## src/rtl/blink_pkg.sv

```systemverilog
// Shared types and constants for the LED blink pattern sequencer.
// Divider constants target a 50 MHz system clock.
package blink_pkg;

    typedef enum logic [1:0] {
        MODE_OFF    = 2'b00,
        MODE_BLINK  = 2'b01,
        MODE_SHIFT  = 2'b10,
        MODE_BOUNCE = 2'b11
    } mode_e;

    typedef enum logic [2:0] {
        S_OFF,
        S_BLINK,
        S_SHIFT,
        S_BNC_UP,
        S_BNC_DN
    } seq_state_e;

    localparam int DIV_1HZ   = 25_000_000;
    localparam int DIV_10HZ  = 2_500_000;
    localparam int DIV_100HZ = 250_000;

    function automatic seq_state_e entry_state(mode_e m);
        seq_state_e s;
        s = S_OFF;
        unique case (m)
            MODE_OFF:    s = S_OFF;
            MODE_BLINK:  s = S_BLINK;
            MODE_SHIFT:  s = S_SHIFT;
            MODE_BOUNCE: s = S_BNC_UP;
        endcase
        return s;
    endfunction

endpackage

```

## src/rtl/blink_pattern_seq_rise_det.sv

```systemverilog
// Rising-edge detector; the history flop resets high so an input
// already high when reset is released is not seen as an edge.
module rise_det (
    input  logic clk,
    input  logic rst_n,
    input  logic d,
    output logic rise
);

    logic q;

    always_ff @(posedge clk) begin
        if (!rst_n) q <= 1'b1;
        else        q <= d;
    end

    assign rise = d & ~q;

endmodule

```

## src/rtl/blink_pattern_seq.sv

```systemverilog
// LED pattern sequencer stepped by the divided slow clock or step_i.
// Optional PWM dimming is built when BLINK_SEQ_PWM_EN is defined.
module blink_pattern_seq
    import blink_pkg::*;
#(
    parameter int N_LEDS   = 8,
    parameter int PWM_BITS = 4
) (
    input  logic                      clk,
    input  logic                      rst_n,
    input  logic                      tick_in,
    input  logic                      step_i,
    input  logic                      run_i,
    input  logic [1:0]                mode_i,
    input  logic [PWM_BITS-1:0]       duty_i,
    output logic [N_LEDS-1:0]         leds_o,
    output logic [$clog2(N_LEDS)-1:0] pos_o,
    output logic                      tick_o
);

    localparam int PW = $clog2(N_LEDS);
    localparam logic [PW-1:0] POS_LAST = PW'(N_LEDS - 1);
    localparam logic [PW-1:0] POS_TURN = PW'(N_LEDS - 2);
    localparam logic [N_LEDS-1:0] LED0 = N_LEDS'(1);

    logic tick_rise;
    logic step_rise;
    logic adv;

    rise_det u_tick (
        .clk  (clk),
        .rst_n(rst_n),
        .d    (tick_in),
        .rise (tick_rise)
    );

    rise_det u_step (
        .clk  (clk),
        .rst_n(rst_n),
        .d    (step_i),
        .rise (step_rise)
    );

    assign adv = run_i ? tick_rise : step_rise;

    mode_e       mode_q;
    mode_e       mode_in;
    seq_state_e  state_q, state_d;
    logic [PW-1:0] pos_q, pos_d;
    logic        phase_q, phase_d;
    logic        tick_d;
    logic [N_LEDS-1:0] pattern;
    logic [N_LEDS-1:0] leds_q;
    logic        tick_q;
    logic        lit;

    assign mode_in = mode_e'(mode_i);

    always_ff @(posedge clk) begin
        if (!rst_n) begin
            mode_q  <= MODE_OFF;
            state_q <= S_OFF;
            pos_q   <= '0;
            phase_q <= 1'b0;
            leds_q  <= '0;
            tick_q  <= 1'b0;
        end else begin
            mode_q  <= mode_in;
            state_q <= state_d;
            pos_q   <= pos_d;
            phase_q <= phase_d;
            leds_q  <= pattern & {N_LEDS{lit}};
            tick_q  <= tick_d;
        end
    end

    // A mode change re-seeds the pattern and swallows any coincident advance.
    always_comb begin
        state_d = state_q;
        pos_d   = pos_q;
        phase_d = phase_q;
        tick_d  = 1'b0;
        if (mode_in != mode_q) begin
            state_d = entry_state(mode_in);
            pos_d   = '0;
            phase_d = 1'b0;
        end else if (adv) begin
            unique case (state_q)
                S_OFF: ;
                S_BLINK: begin
                    phase_d = ~phase_q;
                    tick_d  = 1'b1;
                end
                S_SHIFT: begin
                    pos_d  = (pos_q == POS_LAST) ? '0 : pos_q + 1'b1;
                    tick_d = 1'b1;
                end
                S_BNC_UP: begin
                    pos_d  = pos_q + 1'b1;
                    tick_d = 1'b1;
                    if (pos_q == POS_TURN) state_d = S_BNC_DN;
                end
                S_BNC_DN: begin
                    pos_d  = pos_q - 1'b1;
                    tick_d = 1'b1;
                    if (pos_q == PW'(1)) state_d = S_BNC_UP;
                end
                default: ;
            endcase
        end
    end

    always_comb begin
        pattern = '0;
        unique case (state_d)
            S_OFF:   pattern = '0;
            S_BLINK: pattern = {N_LEDS{phase_d}};
            default: pattern = LED0 << pos_d;
        endcase
    end

`ifdef BLINK_SEQ_PWM_EN
    logic [PWM_BITS-1:0] pc_q;

    always_ff @(posedge clk) begin
        if (!rst_n) pc_q <= '0;
        else        pc_q <= pc_q + 1'b1;
    end

    assign lit = (pc_q < duty_i);
`else
    logic duty_unused;

    assign duty_unused = ^duty_i;
    assign lit = 1'b1;
`endif

    assign leds_o = leds_q;
    assign pos_o  = pos_q;
    assign tick_o = tick_q;

endmodule

```

## config.mk

```make
export PLATFORM = sky130hd
export DESIGN_NAME = blink_pattern_seq
export DESIGN_NICKNAME = d
export VERILOG_FILES = /design/src/rtl/blink_pkg.sv /design/src/rtl/blink_pattern_seq_rise_det.sv /design/src/rtl/blink_pattern_seq.sv
export SDC_FILE = /design/constraint.sdc
export NUM_CORES = 1
export LEC_CHECK = 0
export CAP_MARGIN = 15
export CORE_UTILIZATION = 50
export CTS_CLUSTER_DIAMETER = 50
export DETAILED_ROUTE_END_ITERATION = 6
export PLACE_DENSITY = 0.77
export SLEW_MARGIN = 20
export SYNTH_ARGS = -nofsm -noshare
export SYNTH_HDL_FRONTEND = slang
export SYNTH_SLANG_ARGS = --single-unit
```

## constraint.sdc

```tcl
create_clock -name clk -period 2.3 [get_ports clk]
set_input_delay 0.46 -clock clk [delete_from_list [all_inputs] [get_ports clk]]
set_output_delay 0.46 -clock clk [all_outputs]
set_load 0.01 [all_outputs]
```

=== After elaboration in Yosys (flattened, before gate mapping) ===
Index checks and enable logic that the tools add are counted.

* Eq/ne operators: 12
* Add/subtract/negate cells: 2
* Reduce and logical (&&, ||, !) cells: 4
* Bitwise gates (word level): 7
* Multiplexer cells: 16
* Shift operators: 1

{| class="wikitable"
|+ Operators by type and width
! kind !! number
|-
| $mux 3 || 7
|-
| $pmux 8 s2 || 1
|-
| $pmux 3 s4 || 1
|-
| $eq 3x1->1 const B || 3
|-
| $eq 3x3->1 const B || 3
|-
| $pmux 3 s3 || 1
|-
| $shl 1x3->8 const A || 1
|-
| $eq 3x2->1 const B || 2
|-
| $pmux 3 s2 || 1
|-
| $mux 1 || 5
|-
| $not 1->1 || 5
|-
| $eq 2x2->1 const B || 2
|-
| $reduce_or 4->1 || 1
|-
| $add 3x1->3 const B || 1
|-
| $logic_not 3->1 || 1
|-
| $reduce_or 3->1 || 1
|-
| $sub 3x1->3 const B || 1
|-
| $and 1x1->1 || 2
|-
| $eq 2x1->1 const B || 1
|-
| $logic_not 2->1 || 1
|-
| $ne 2x2->1 || 1
|}

* Logic and storage cells: 50
* Flip-flop bits (word level): 20
* Output and inout port bits: 12
* Bits of input ports: 11

=== Logic depth before layout (Yosys ltp) ===
Gate-level depths: netlist of run 1.

* Depth after elaboration: 7
* Depth in mapped cells: 7
* Mapped depth without buffers: 7

=== Cells and area by module ===
A second synthesis of run 1 with hierarchy kept.

* Cell total of the unflattened synthesis: 109
* Area, all modules: 1063.5 um2

{| class="wikitable"
|+ Modules (own cells, without submodules)
! module !! cells each !! area each (um2) !! times used !! seq. area each (um2)
|-
| blink_pattern_seq || 103 || 983.4 || 1 || 360.3
|-
| rise_det || 3 || 40.0 || 2 || 20.0
|}

=== Least setup slack after synthesis of run 1 ===
OpenSTA, ideal clock, no wires.

* Path kind: reg-to-reg
* Start point: reg pos_q[0], in the netlist pos_o[0]
* End point: reg leds_q[1], in the netlist leds_o[1]
* Period minus slack after synthesis: 1.983 ns
* Arrival time: 1.907 ns
* Setup time: 0.076 ns
* Setup slack: 0.317 ns
* Cell stages (with the launch flop): 8
* Buffers on the path: 0
* Required time: 2.224 ns
* Cells stage by stage: dfxtp_1 -> ha_1 -> ha_1 -> nor4bb_1 -> a211oi_1 -> o221a_2 -> or4_4 -> o22ai_1

* Longest elaborated chain between the ends: 7
* Elaborated cells between the ends (all ways): 18
* Classes of those cells: 2 x add/sub; 4 x eq/ne; 1 x shift; 10 x mux; 1 x reduce/logical

{| class="wikitable"
|+ RTL lines
! element !! line !! source
|-
| from (decl) || blink_pattern_seq.sv:49 || <nowiki>logic [PW-1:0] pos_q, pos_d;</nowiki>
|-
| from (signal assigned) || blink_pattern_seq.sv:70 || <nowiki>pos_q <= pos_d;</nowiki>
|-
| $add 3x1->3, or another cell as far along || blink_pattern_seq.sv:95, blink_pattern_seq.sv:99 ||
|-
| $mux 3, on equally long branches || blink_pattern_seq.sv:95, blink_pattern_seq.sv:101, blink_pattern_seq.sv:106 ||
|-
| $pmux 3 s3 or $pmux 3 s2 (tied branches) || blink_pattern_seq.sv:88 || <nowiki>unique case (state_q)</nowiki>
|-
| $mux 3 || blink_pattern_seq.sv:87 || <nowiki>end else if (adv) begin</nowiki>
|-
| $mux 3 || blink_pattern_seq.sv:83 || <nowiki>if (mode_in != mode_q) begin</nowiki>
|-
| $shl 1x3->8, or another cell as far along || blink_pattern_seq.sv:118 || <nowiki>default: pattern = LED0 << pos_d;</nowiki>
|-
| $pmux 8 s2 (*) || blink_pattern_seq.sv:115 || <nowiki>unique case (state_d)</nowiki>
|-
| to (signal assigned) || blink_pattern_seq.sv:72 || <nowiki>leds_q <= pattern & {N_LEDS{lit}};</nowiki>
|-
| to (decl) || blink_pattern_seq.sv:53 || <nowiki>logic [N_LEDS-1:0] leds_q;</nowiki>
|}

Mark *: on every way between the ends. The rest lies on a longest branch, timed or not.
A chain may end at the register's enable or synchronous reset.

=== Worst setup path in the final report of run 1 ===
* Start point: in run_i
* End point: reg leds_q[1], in the netlist leds_o[1]

* Longest elaborated chain between the ends: 5
* Elaborated cells between the ends (all ways): 11
* Classes of those cells: 1 x eq/ne; 1 x shift; 8 x mux; 1 x reduce/logical

{| class="wikitable"
|+ RTL lines
! element !! line !! source
|-
| from (decl) || blink_pattern_seq.sv:13 || <nowiki>input logic run_i,</nowiki>
|-
| $mux 1 (*) || blink_pattern_seq.sv:44 || <nowiki>assign adv = run_i ? tick_rise : step_rise;</nowiki>
|-
| $mux 3 || blink_pattern_seq.sv:87 ||
|-
| $mux 3 || blink_pattern_seq.sv:83 ||
|-
| $eq 3x1->1, or another cell as far along || blink_pattern_seq.sv:115 ||
|-
| $pmux 8 s2 (*) || blink_pattern_seq.sv:115 ||
|}

Marked as above.

==> summary.txt, run 1 <==
Status
  • Status: finished clean

Power
  • PD cells: 438 mW/mm^2
  • Reg power frac: 0.596
  • Clock Power Share: 0.247
  • Worst vdd ir: 0.000392 V
  • Comb pwr share: 0.157
  • P_int: 466 uW
  • Total power: 623 uW
  • Sw Pwr: 157 uW
  • Switching share of total power: 0.251
  • Static Leakage: 0.000525 uW

Logic synthesis
  • Top cell type's share of synthesized area: 0.360
  • Cell taking the most area after synthesis: dfxtp_1
  • Syn Area/Cell: 9.51 um^2
  • Post-synthesis register bit count: 20
  • Syn Nets: 133
  • Top_reg_cell synth: dfxtp_1
  • Yosys warns: 0
  • Area contributors post-synth: dfxtp_1 (36%), ha_1 (5.6%), o22ai_1 (3.4%), nor2_1 (3.0%), nand2_1 (2.7%)
  • Post-Synthesis Cells: 117
  • Synthesized cell area: 0.00111 mm^2
  • Fraction of the yosys area taken by sequential cells: 0.360
  • EDFF count, synth: 0
  • Yosys cell types: 50
  • Fraction of registers with async set/reset: 0

Cells and area
  • Most frequent cells in the layout: dfxtp_1 (19), clkdlybuf4s50_1 (18), buf_4 (13), nor2_1 (9), nand2_1 (8)
  • Most common cell after layout, fill and taps aside: dfxtp_1
  • Final Util: 0.704
  • Layout cell share with drive strength beyond 1: 0.243
  • Nets: 166
  • Non-filler instance count after layout: 175
  • Synth-to-Final Area Change: 27.9%
  • Antenna cell count: 0

Placed design
  • GPL Wtd Cong: 0.813
  • Dpl hpwl: 1950 um
  • Placed cells: 172
  • Number of port buffers: 18

Clock network
  • CTS tree: built
  • Clk sinks: 20
  • Clock buffer depth: 2
  • TritonCTS buffer count: 3
  • Post-CTS setup buffer count: 0
  • Clock Latency Late Sink: 290 ps
  • H-tree Lvls: 1
  • Clock Tree Root: clkbuf_4
  • Clock-pin transition on the worst setup and hold timing paths: 100 ps

Floorplan
  • IO Count: 23
  • Core Area: 0.00202 mm^2
  • Die span in x: 49.2 um
  • Die Area: 0.00242 mm^2
  • Initial core utilization: 0.550
  • Die Ht: 49.2 um
  • Num rows: 16

Route
  • Routed WL per cell: 14.5 um
  • Via count: 982
  • Total Routed Length: 2540 um
  • Post-route ant nets: 0
  • Post-route DRC violation count: 0
  • Vias per std cell: 5.61
  • TritonRoute pass-1 iters: 4
  • Initial DRC count: 14

STA
  • Tightest Pin Transition: 457 ps
  • Fin. Hold Viols: 0
  • Fmax: 468 MHz
  • Clk_skew: 7.17 ps
  • Final worst-path cycle share: 0.929
  • Setup violators final: 0
  • Hold slack: 608 ps
  • Final Max Tran Viols: 0
  • Slew headroom: 0.695
  • Unrepaired setup endpoints after global routing: false
  • Minimum clock period: 2140 ps

GRT
  • Global-route wire length before repair: 4460 um
  • Grt ovf: 0
  • Largest net degree at the start of global routing: 16
  • GRT Total Usage: 0.240
  • Antenna violations before repair: 0
  • Vias in the first global route: 1,009

Worst setup path
  • Setup CP Type: in2reg
  • Worst r2r path cells: 7
  • Worst endpoint required time: 2520 ps
  • Critical Path Fanout Max: 4
  • Crit path DAT: 2350 ps
  • Worst setup SP type: primary input
  • CP Capture Type: register

Hold path
  • Hold depth: 2
  • Hold WC Path Type: reg2reg

Run
  • Max Cap Viol: 0
sequential cells by signal, indices dropped and copies added, names as in the netlist:
name / flops
state_q: 3
mode_q: 2
phase_q: 1
pos_o: 3
u_tick.q: 1
u_step.q: 1
leds_o: 8
tick_o: 1
cell type report:
type | instances | area [um^2]
Tap cell | 27 | 33.8
Timing Repair Buffer | 31 | 278
Multi-Input combinational cell | 90 | 672
Clock buffer | 3 | 22.5
Fill cell | 166 | 599
Sequential cell | 20 | 402
Inverter | 4 | 15.0
worst paths after layout:
path | start | to | slack (ps)
setup / recovery | run_i | leds_o[1] | 160
hold / removal | phase_q | phase_q | 610
setup reg to reg | pos_o[1] | leds_o[1] | 230
hold reg to reg | phase_q | phase_q | 610
power groups by stage:
stage / logic, uW / registers (uW) / clock network, uW
final: 97.5 / 371 / 154
after CTS: 97.1 / 371 / 160
after global placement: 93.2 / 378 / 0
after floorplan: 65.4 / 371 / 0
after global routing: 107 / 374 / 177
after detailed placement: 96.7 / 379 / 0
kinds of logic (layout without fill, tap and decap cells):
logic type | count (synthesis) | after routing | synth area share
buffers and inverters | 7 | 38 | 0.0405
AOI/OAI and AO/OA | 34 | 34 | 0.246
xor gates and xnor gates | 4 | 4 | 0.0315
adders and majority gates | 5 | 5 | 0.0562
DFF | 20 | 20 | 0.360
and+or+nand+nor | 47 | 47 | 0.265
routing by layer:
metal  vias up  routed length [um]  global-route usage
met5         -                   0                   0
met3         2                  42              0.0498
li1        504                   -                   -
met4         0                  15              0.0882
met1       464                1270               0.321
met2        12                1210               0.377
synthesized netlist by cell type (all sizes together) (2+ instances only):
library cell and instances:
o221ai 2, or3b 2, xor2 2, nand2b 3, a21oi 3, o21ai 3, a22o 2, ha 5
xnor2 2, inv 4, and2 4, nand3 5, o32ai 2, nor3b 2, nand2 8, o31ai 2
dfxtp 20, o21bai 2, nor2 10, a22oi 5, buf 2, o22ai 7
per-stage QoR:
step                cell area (um^2)  setup slack, ps  setup TNS (ps)
floorplan                       1110              317               0
detailed placement              1390             -142            -801
global route                    1420             37.2               0
finish                          1420              163               0
global placement                1390             -110            -465
CTS                             1420              159               0
worst max-delay path, cell delays in order:
cell             delay [ps]
clkdlybuf4s50_1         460
or3b_4                  440
a22oi_2                 200
o221ai_2                150
or4_4                   540
o22ai_1                 120
repair_timing:
item,CTS,global route
hold buffers,0,0
endpoints found under the hold margin,0,0
resized for setup,0,2
endpoints found under the setup margin,0,3
No activity file was read; power rests on OpenSTA's default activity.
==> run 2, diff against run 1 <==
--- a/config.mk
+++ b/config.mk
@@ -6,6 +6,7 @@
 export NUM_CORES = 1
 export LEC_CHECK = 0
 export CAP_MARGIN = 15
+export CORE_MARGIN = 5
 export CORE_UTILIZATION = 50
 export CTS_CLUSTER_DIAMETER = 50
 export DETAILED_ROUTE_END_ITERATION = 6
==> summary.txt, run 2 (synthesized netlist as in run 1, its figures left out) <==
STA
  • Slew headroom: 0.657
  • Setup TNS: 0 ps
  • Fmax: 468 MHz
  • Final worst-path cycle share: 0.930
  • Unrepaired setup endpoints after global routing: false
  • Minimum clock period: 2140 ps
  • Final Max Tran Viols: 0
  • Fin. Hold Viols: 0
  • Tightest Pin Transition: 513 ps
  • Setup violators final: 0
  • Clk_skew: 4.24 ps

Worst setup path
  • CP cell instances: clkdlybuf4s50_1 > or3b_4 > a22o_2 > a22oi_1 > a22oi_1 > o32ai_1
  • Worst endpoint required time: 2520 ps
  • Most used cell, CP: a22oi_1
  • CP max stage delay: 500 ps
  • CP max-delay cell: clkdlybuf4s50_1
  • Crit path DAT: 2360 ps
  • WP buf/inv: 1
  • CP Capture Type: register
  • Worst setup SP type: primary input
  • Crit-path leading delay family: compound AO/OA/AOI/OAI gates
  • Setup CP Type: in2reg
  • Critical Path Fanout Max: 4

Cells and area
  • Nets: 165
  • Max FFs per register: 8
  • Antenna cell count: 0
  • Synth-to-Final Area Change: 29.7%
  • Layout cell share with drive strength beyond 1: 0.243
  • Most frequent cells in the layout: clkdlybuf4s50_1 (18), dfxtp_1 (18), buf_4 (12), nor2_1 (9), nand2_1 (8)

Floorplan
  • Initial core utilization: 0.513
  • IO Count: 23
  • Die Ht: 57.2 um
  • Die span in x: 57.2 um
  • Core Area: 0.00217 mm^2
  • Die Area: 0.00327 mm^2
  • Num rows: 17

Clock network
  • Post-CTS Hold Fix Bufs: 0
  • H-tree Lvls: 1
  • Clk sinks: 20
  • Clock Latency Late Sink: 310 ps
  • Post-CTS setup buffer count: 0
  • CTS resizes: 0
  • TritonCTS buffer count: 3
  • Clock buffer depth: 2
  • Clock-pin transition on the worst setup and hold timing paths: 110 ps
  • Clock Tree Root: clkbuf_4
  • CTS tree: built

Route
  • Post-route DRC violation count: 0
  • Via count: 1,056
  • Post-route ant nets: 0
  • Total Routed Length: 2680 um
  • TritonRoute pass-1 iters: 5
  • Initial DRC count: 48
  • Vias per std cell: 6.00
  • Routed WL per cell: 15.3 um

Power
  • Comb pwr share: 0.129
  • Static Leakage: 0.000534 uW
  • Switching share of total power: 0.230
  • Worst vdd ir: 0.000502 V
  • P_int: 584 uW
  • Total power: 758 uW
  • Sw Pwr: 175 uW
  • PD cells: 526 mW/mm^2
  • Clock Power Share: 0.379
  • Reg power frac: 0.492

GRT
  • Grt ovf: 0
  • GRT Total Usage: 0.174
  • Antenna violations before repair: 0
  • Vias in the first global route: 1,017
  • Global-route wire length before repair: 4520 um
  • Largest net degree at the start of global routing: 16

Placed design
  • GPL Wtd Cong: 0.804
  • Dpl hpwl: 1950 um
  • Number of port buffers: 18

Status
  • Status: finished clean

Run
  • Max Cap Viol: 0

Hold path
  • Hold WC Path Type: reg2reg
## run 2: changes by cell type in the layout (fill, tap and decap cells not counted), sizes merged
cell    change
buf         -1
bufinv      +1
## run 2: worst register-to-register path: stages, from the launching register on
cell and delay [ps]:
dfxtp_2 440, ha_1 180, ha_1 160, nor4bb_1 310, a211oi_1 130, o221a_2 300, or4_4 430, o22ai_1 120
## run 2: through the flow
stage                     utilization  setup slack [ps]  hold WS, ps  area (um^2)  instances
after floorplan                     -               317          495         1110        117
after global placement          0.640              -125          521         1390        172
after detailed placement        0.640              -132          565         1390        172
after CTS                       0.664              34.1          590         1440        176
after global routing            0.665              45.7          607         1440        176
final                           0.665               161          594         1440        176
## run 2: cell type report
class | count | area, um^2
clock buffers | 3 | 22.5
clock inverters | 1 | 30.0
fillers | 181 | 727
inverters | 4 | 15.0
multi-input cells | 90 | 667
flip-flops and latches | 20 | 403
well taps | 28 | 35.0
repair buffers | 30 | 270
## run 2: metal layers
layer | wire (um) | global-route usage | up-vias
li1 | - | - | 509
met4 | 57 | 0.0894 | 0
met2 | 1300 | 0.294 | 49
met1 | 1150 | 0.213 | 491
met5 | 0 | 0 | -
met3 | 176 | 0.0271 | 7
## run 2: path summary, 6_finish.rpt
path | startpoint | end | slack [ps] | cells past startpoint
setup reg to reg | pos_o[0] | leds_o[1] | 170 | 7
hold reg to reg | phase_q | phase_q | 590 | 2
setup / recovery | step_i | leds_o[3] | 160 | 6
hold / removal | phase_q | phase_q | 590 | 2
## run 2: power groups by stage
stage | clock, uW | combinational, uW | sequential, uW
floorplan | 0 | 65.4 | 371
global placement | 0 | 94.3 | 379
detailed placement | 0 | 96.9 | 380
CTS | 287 | 98.3 | 372
global route | 310 | 108 | 375
finish | 287 | 98.0 | 373
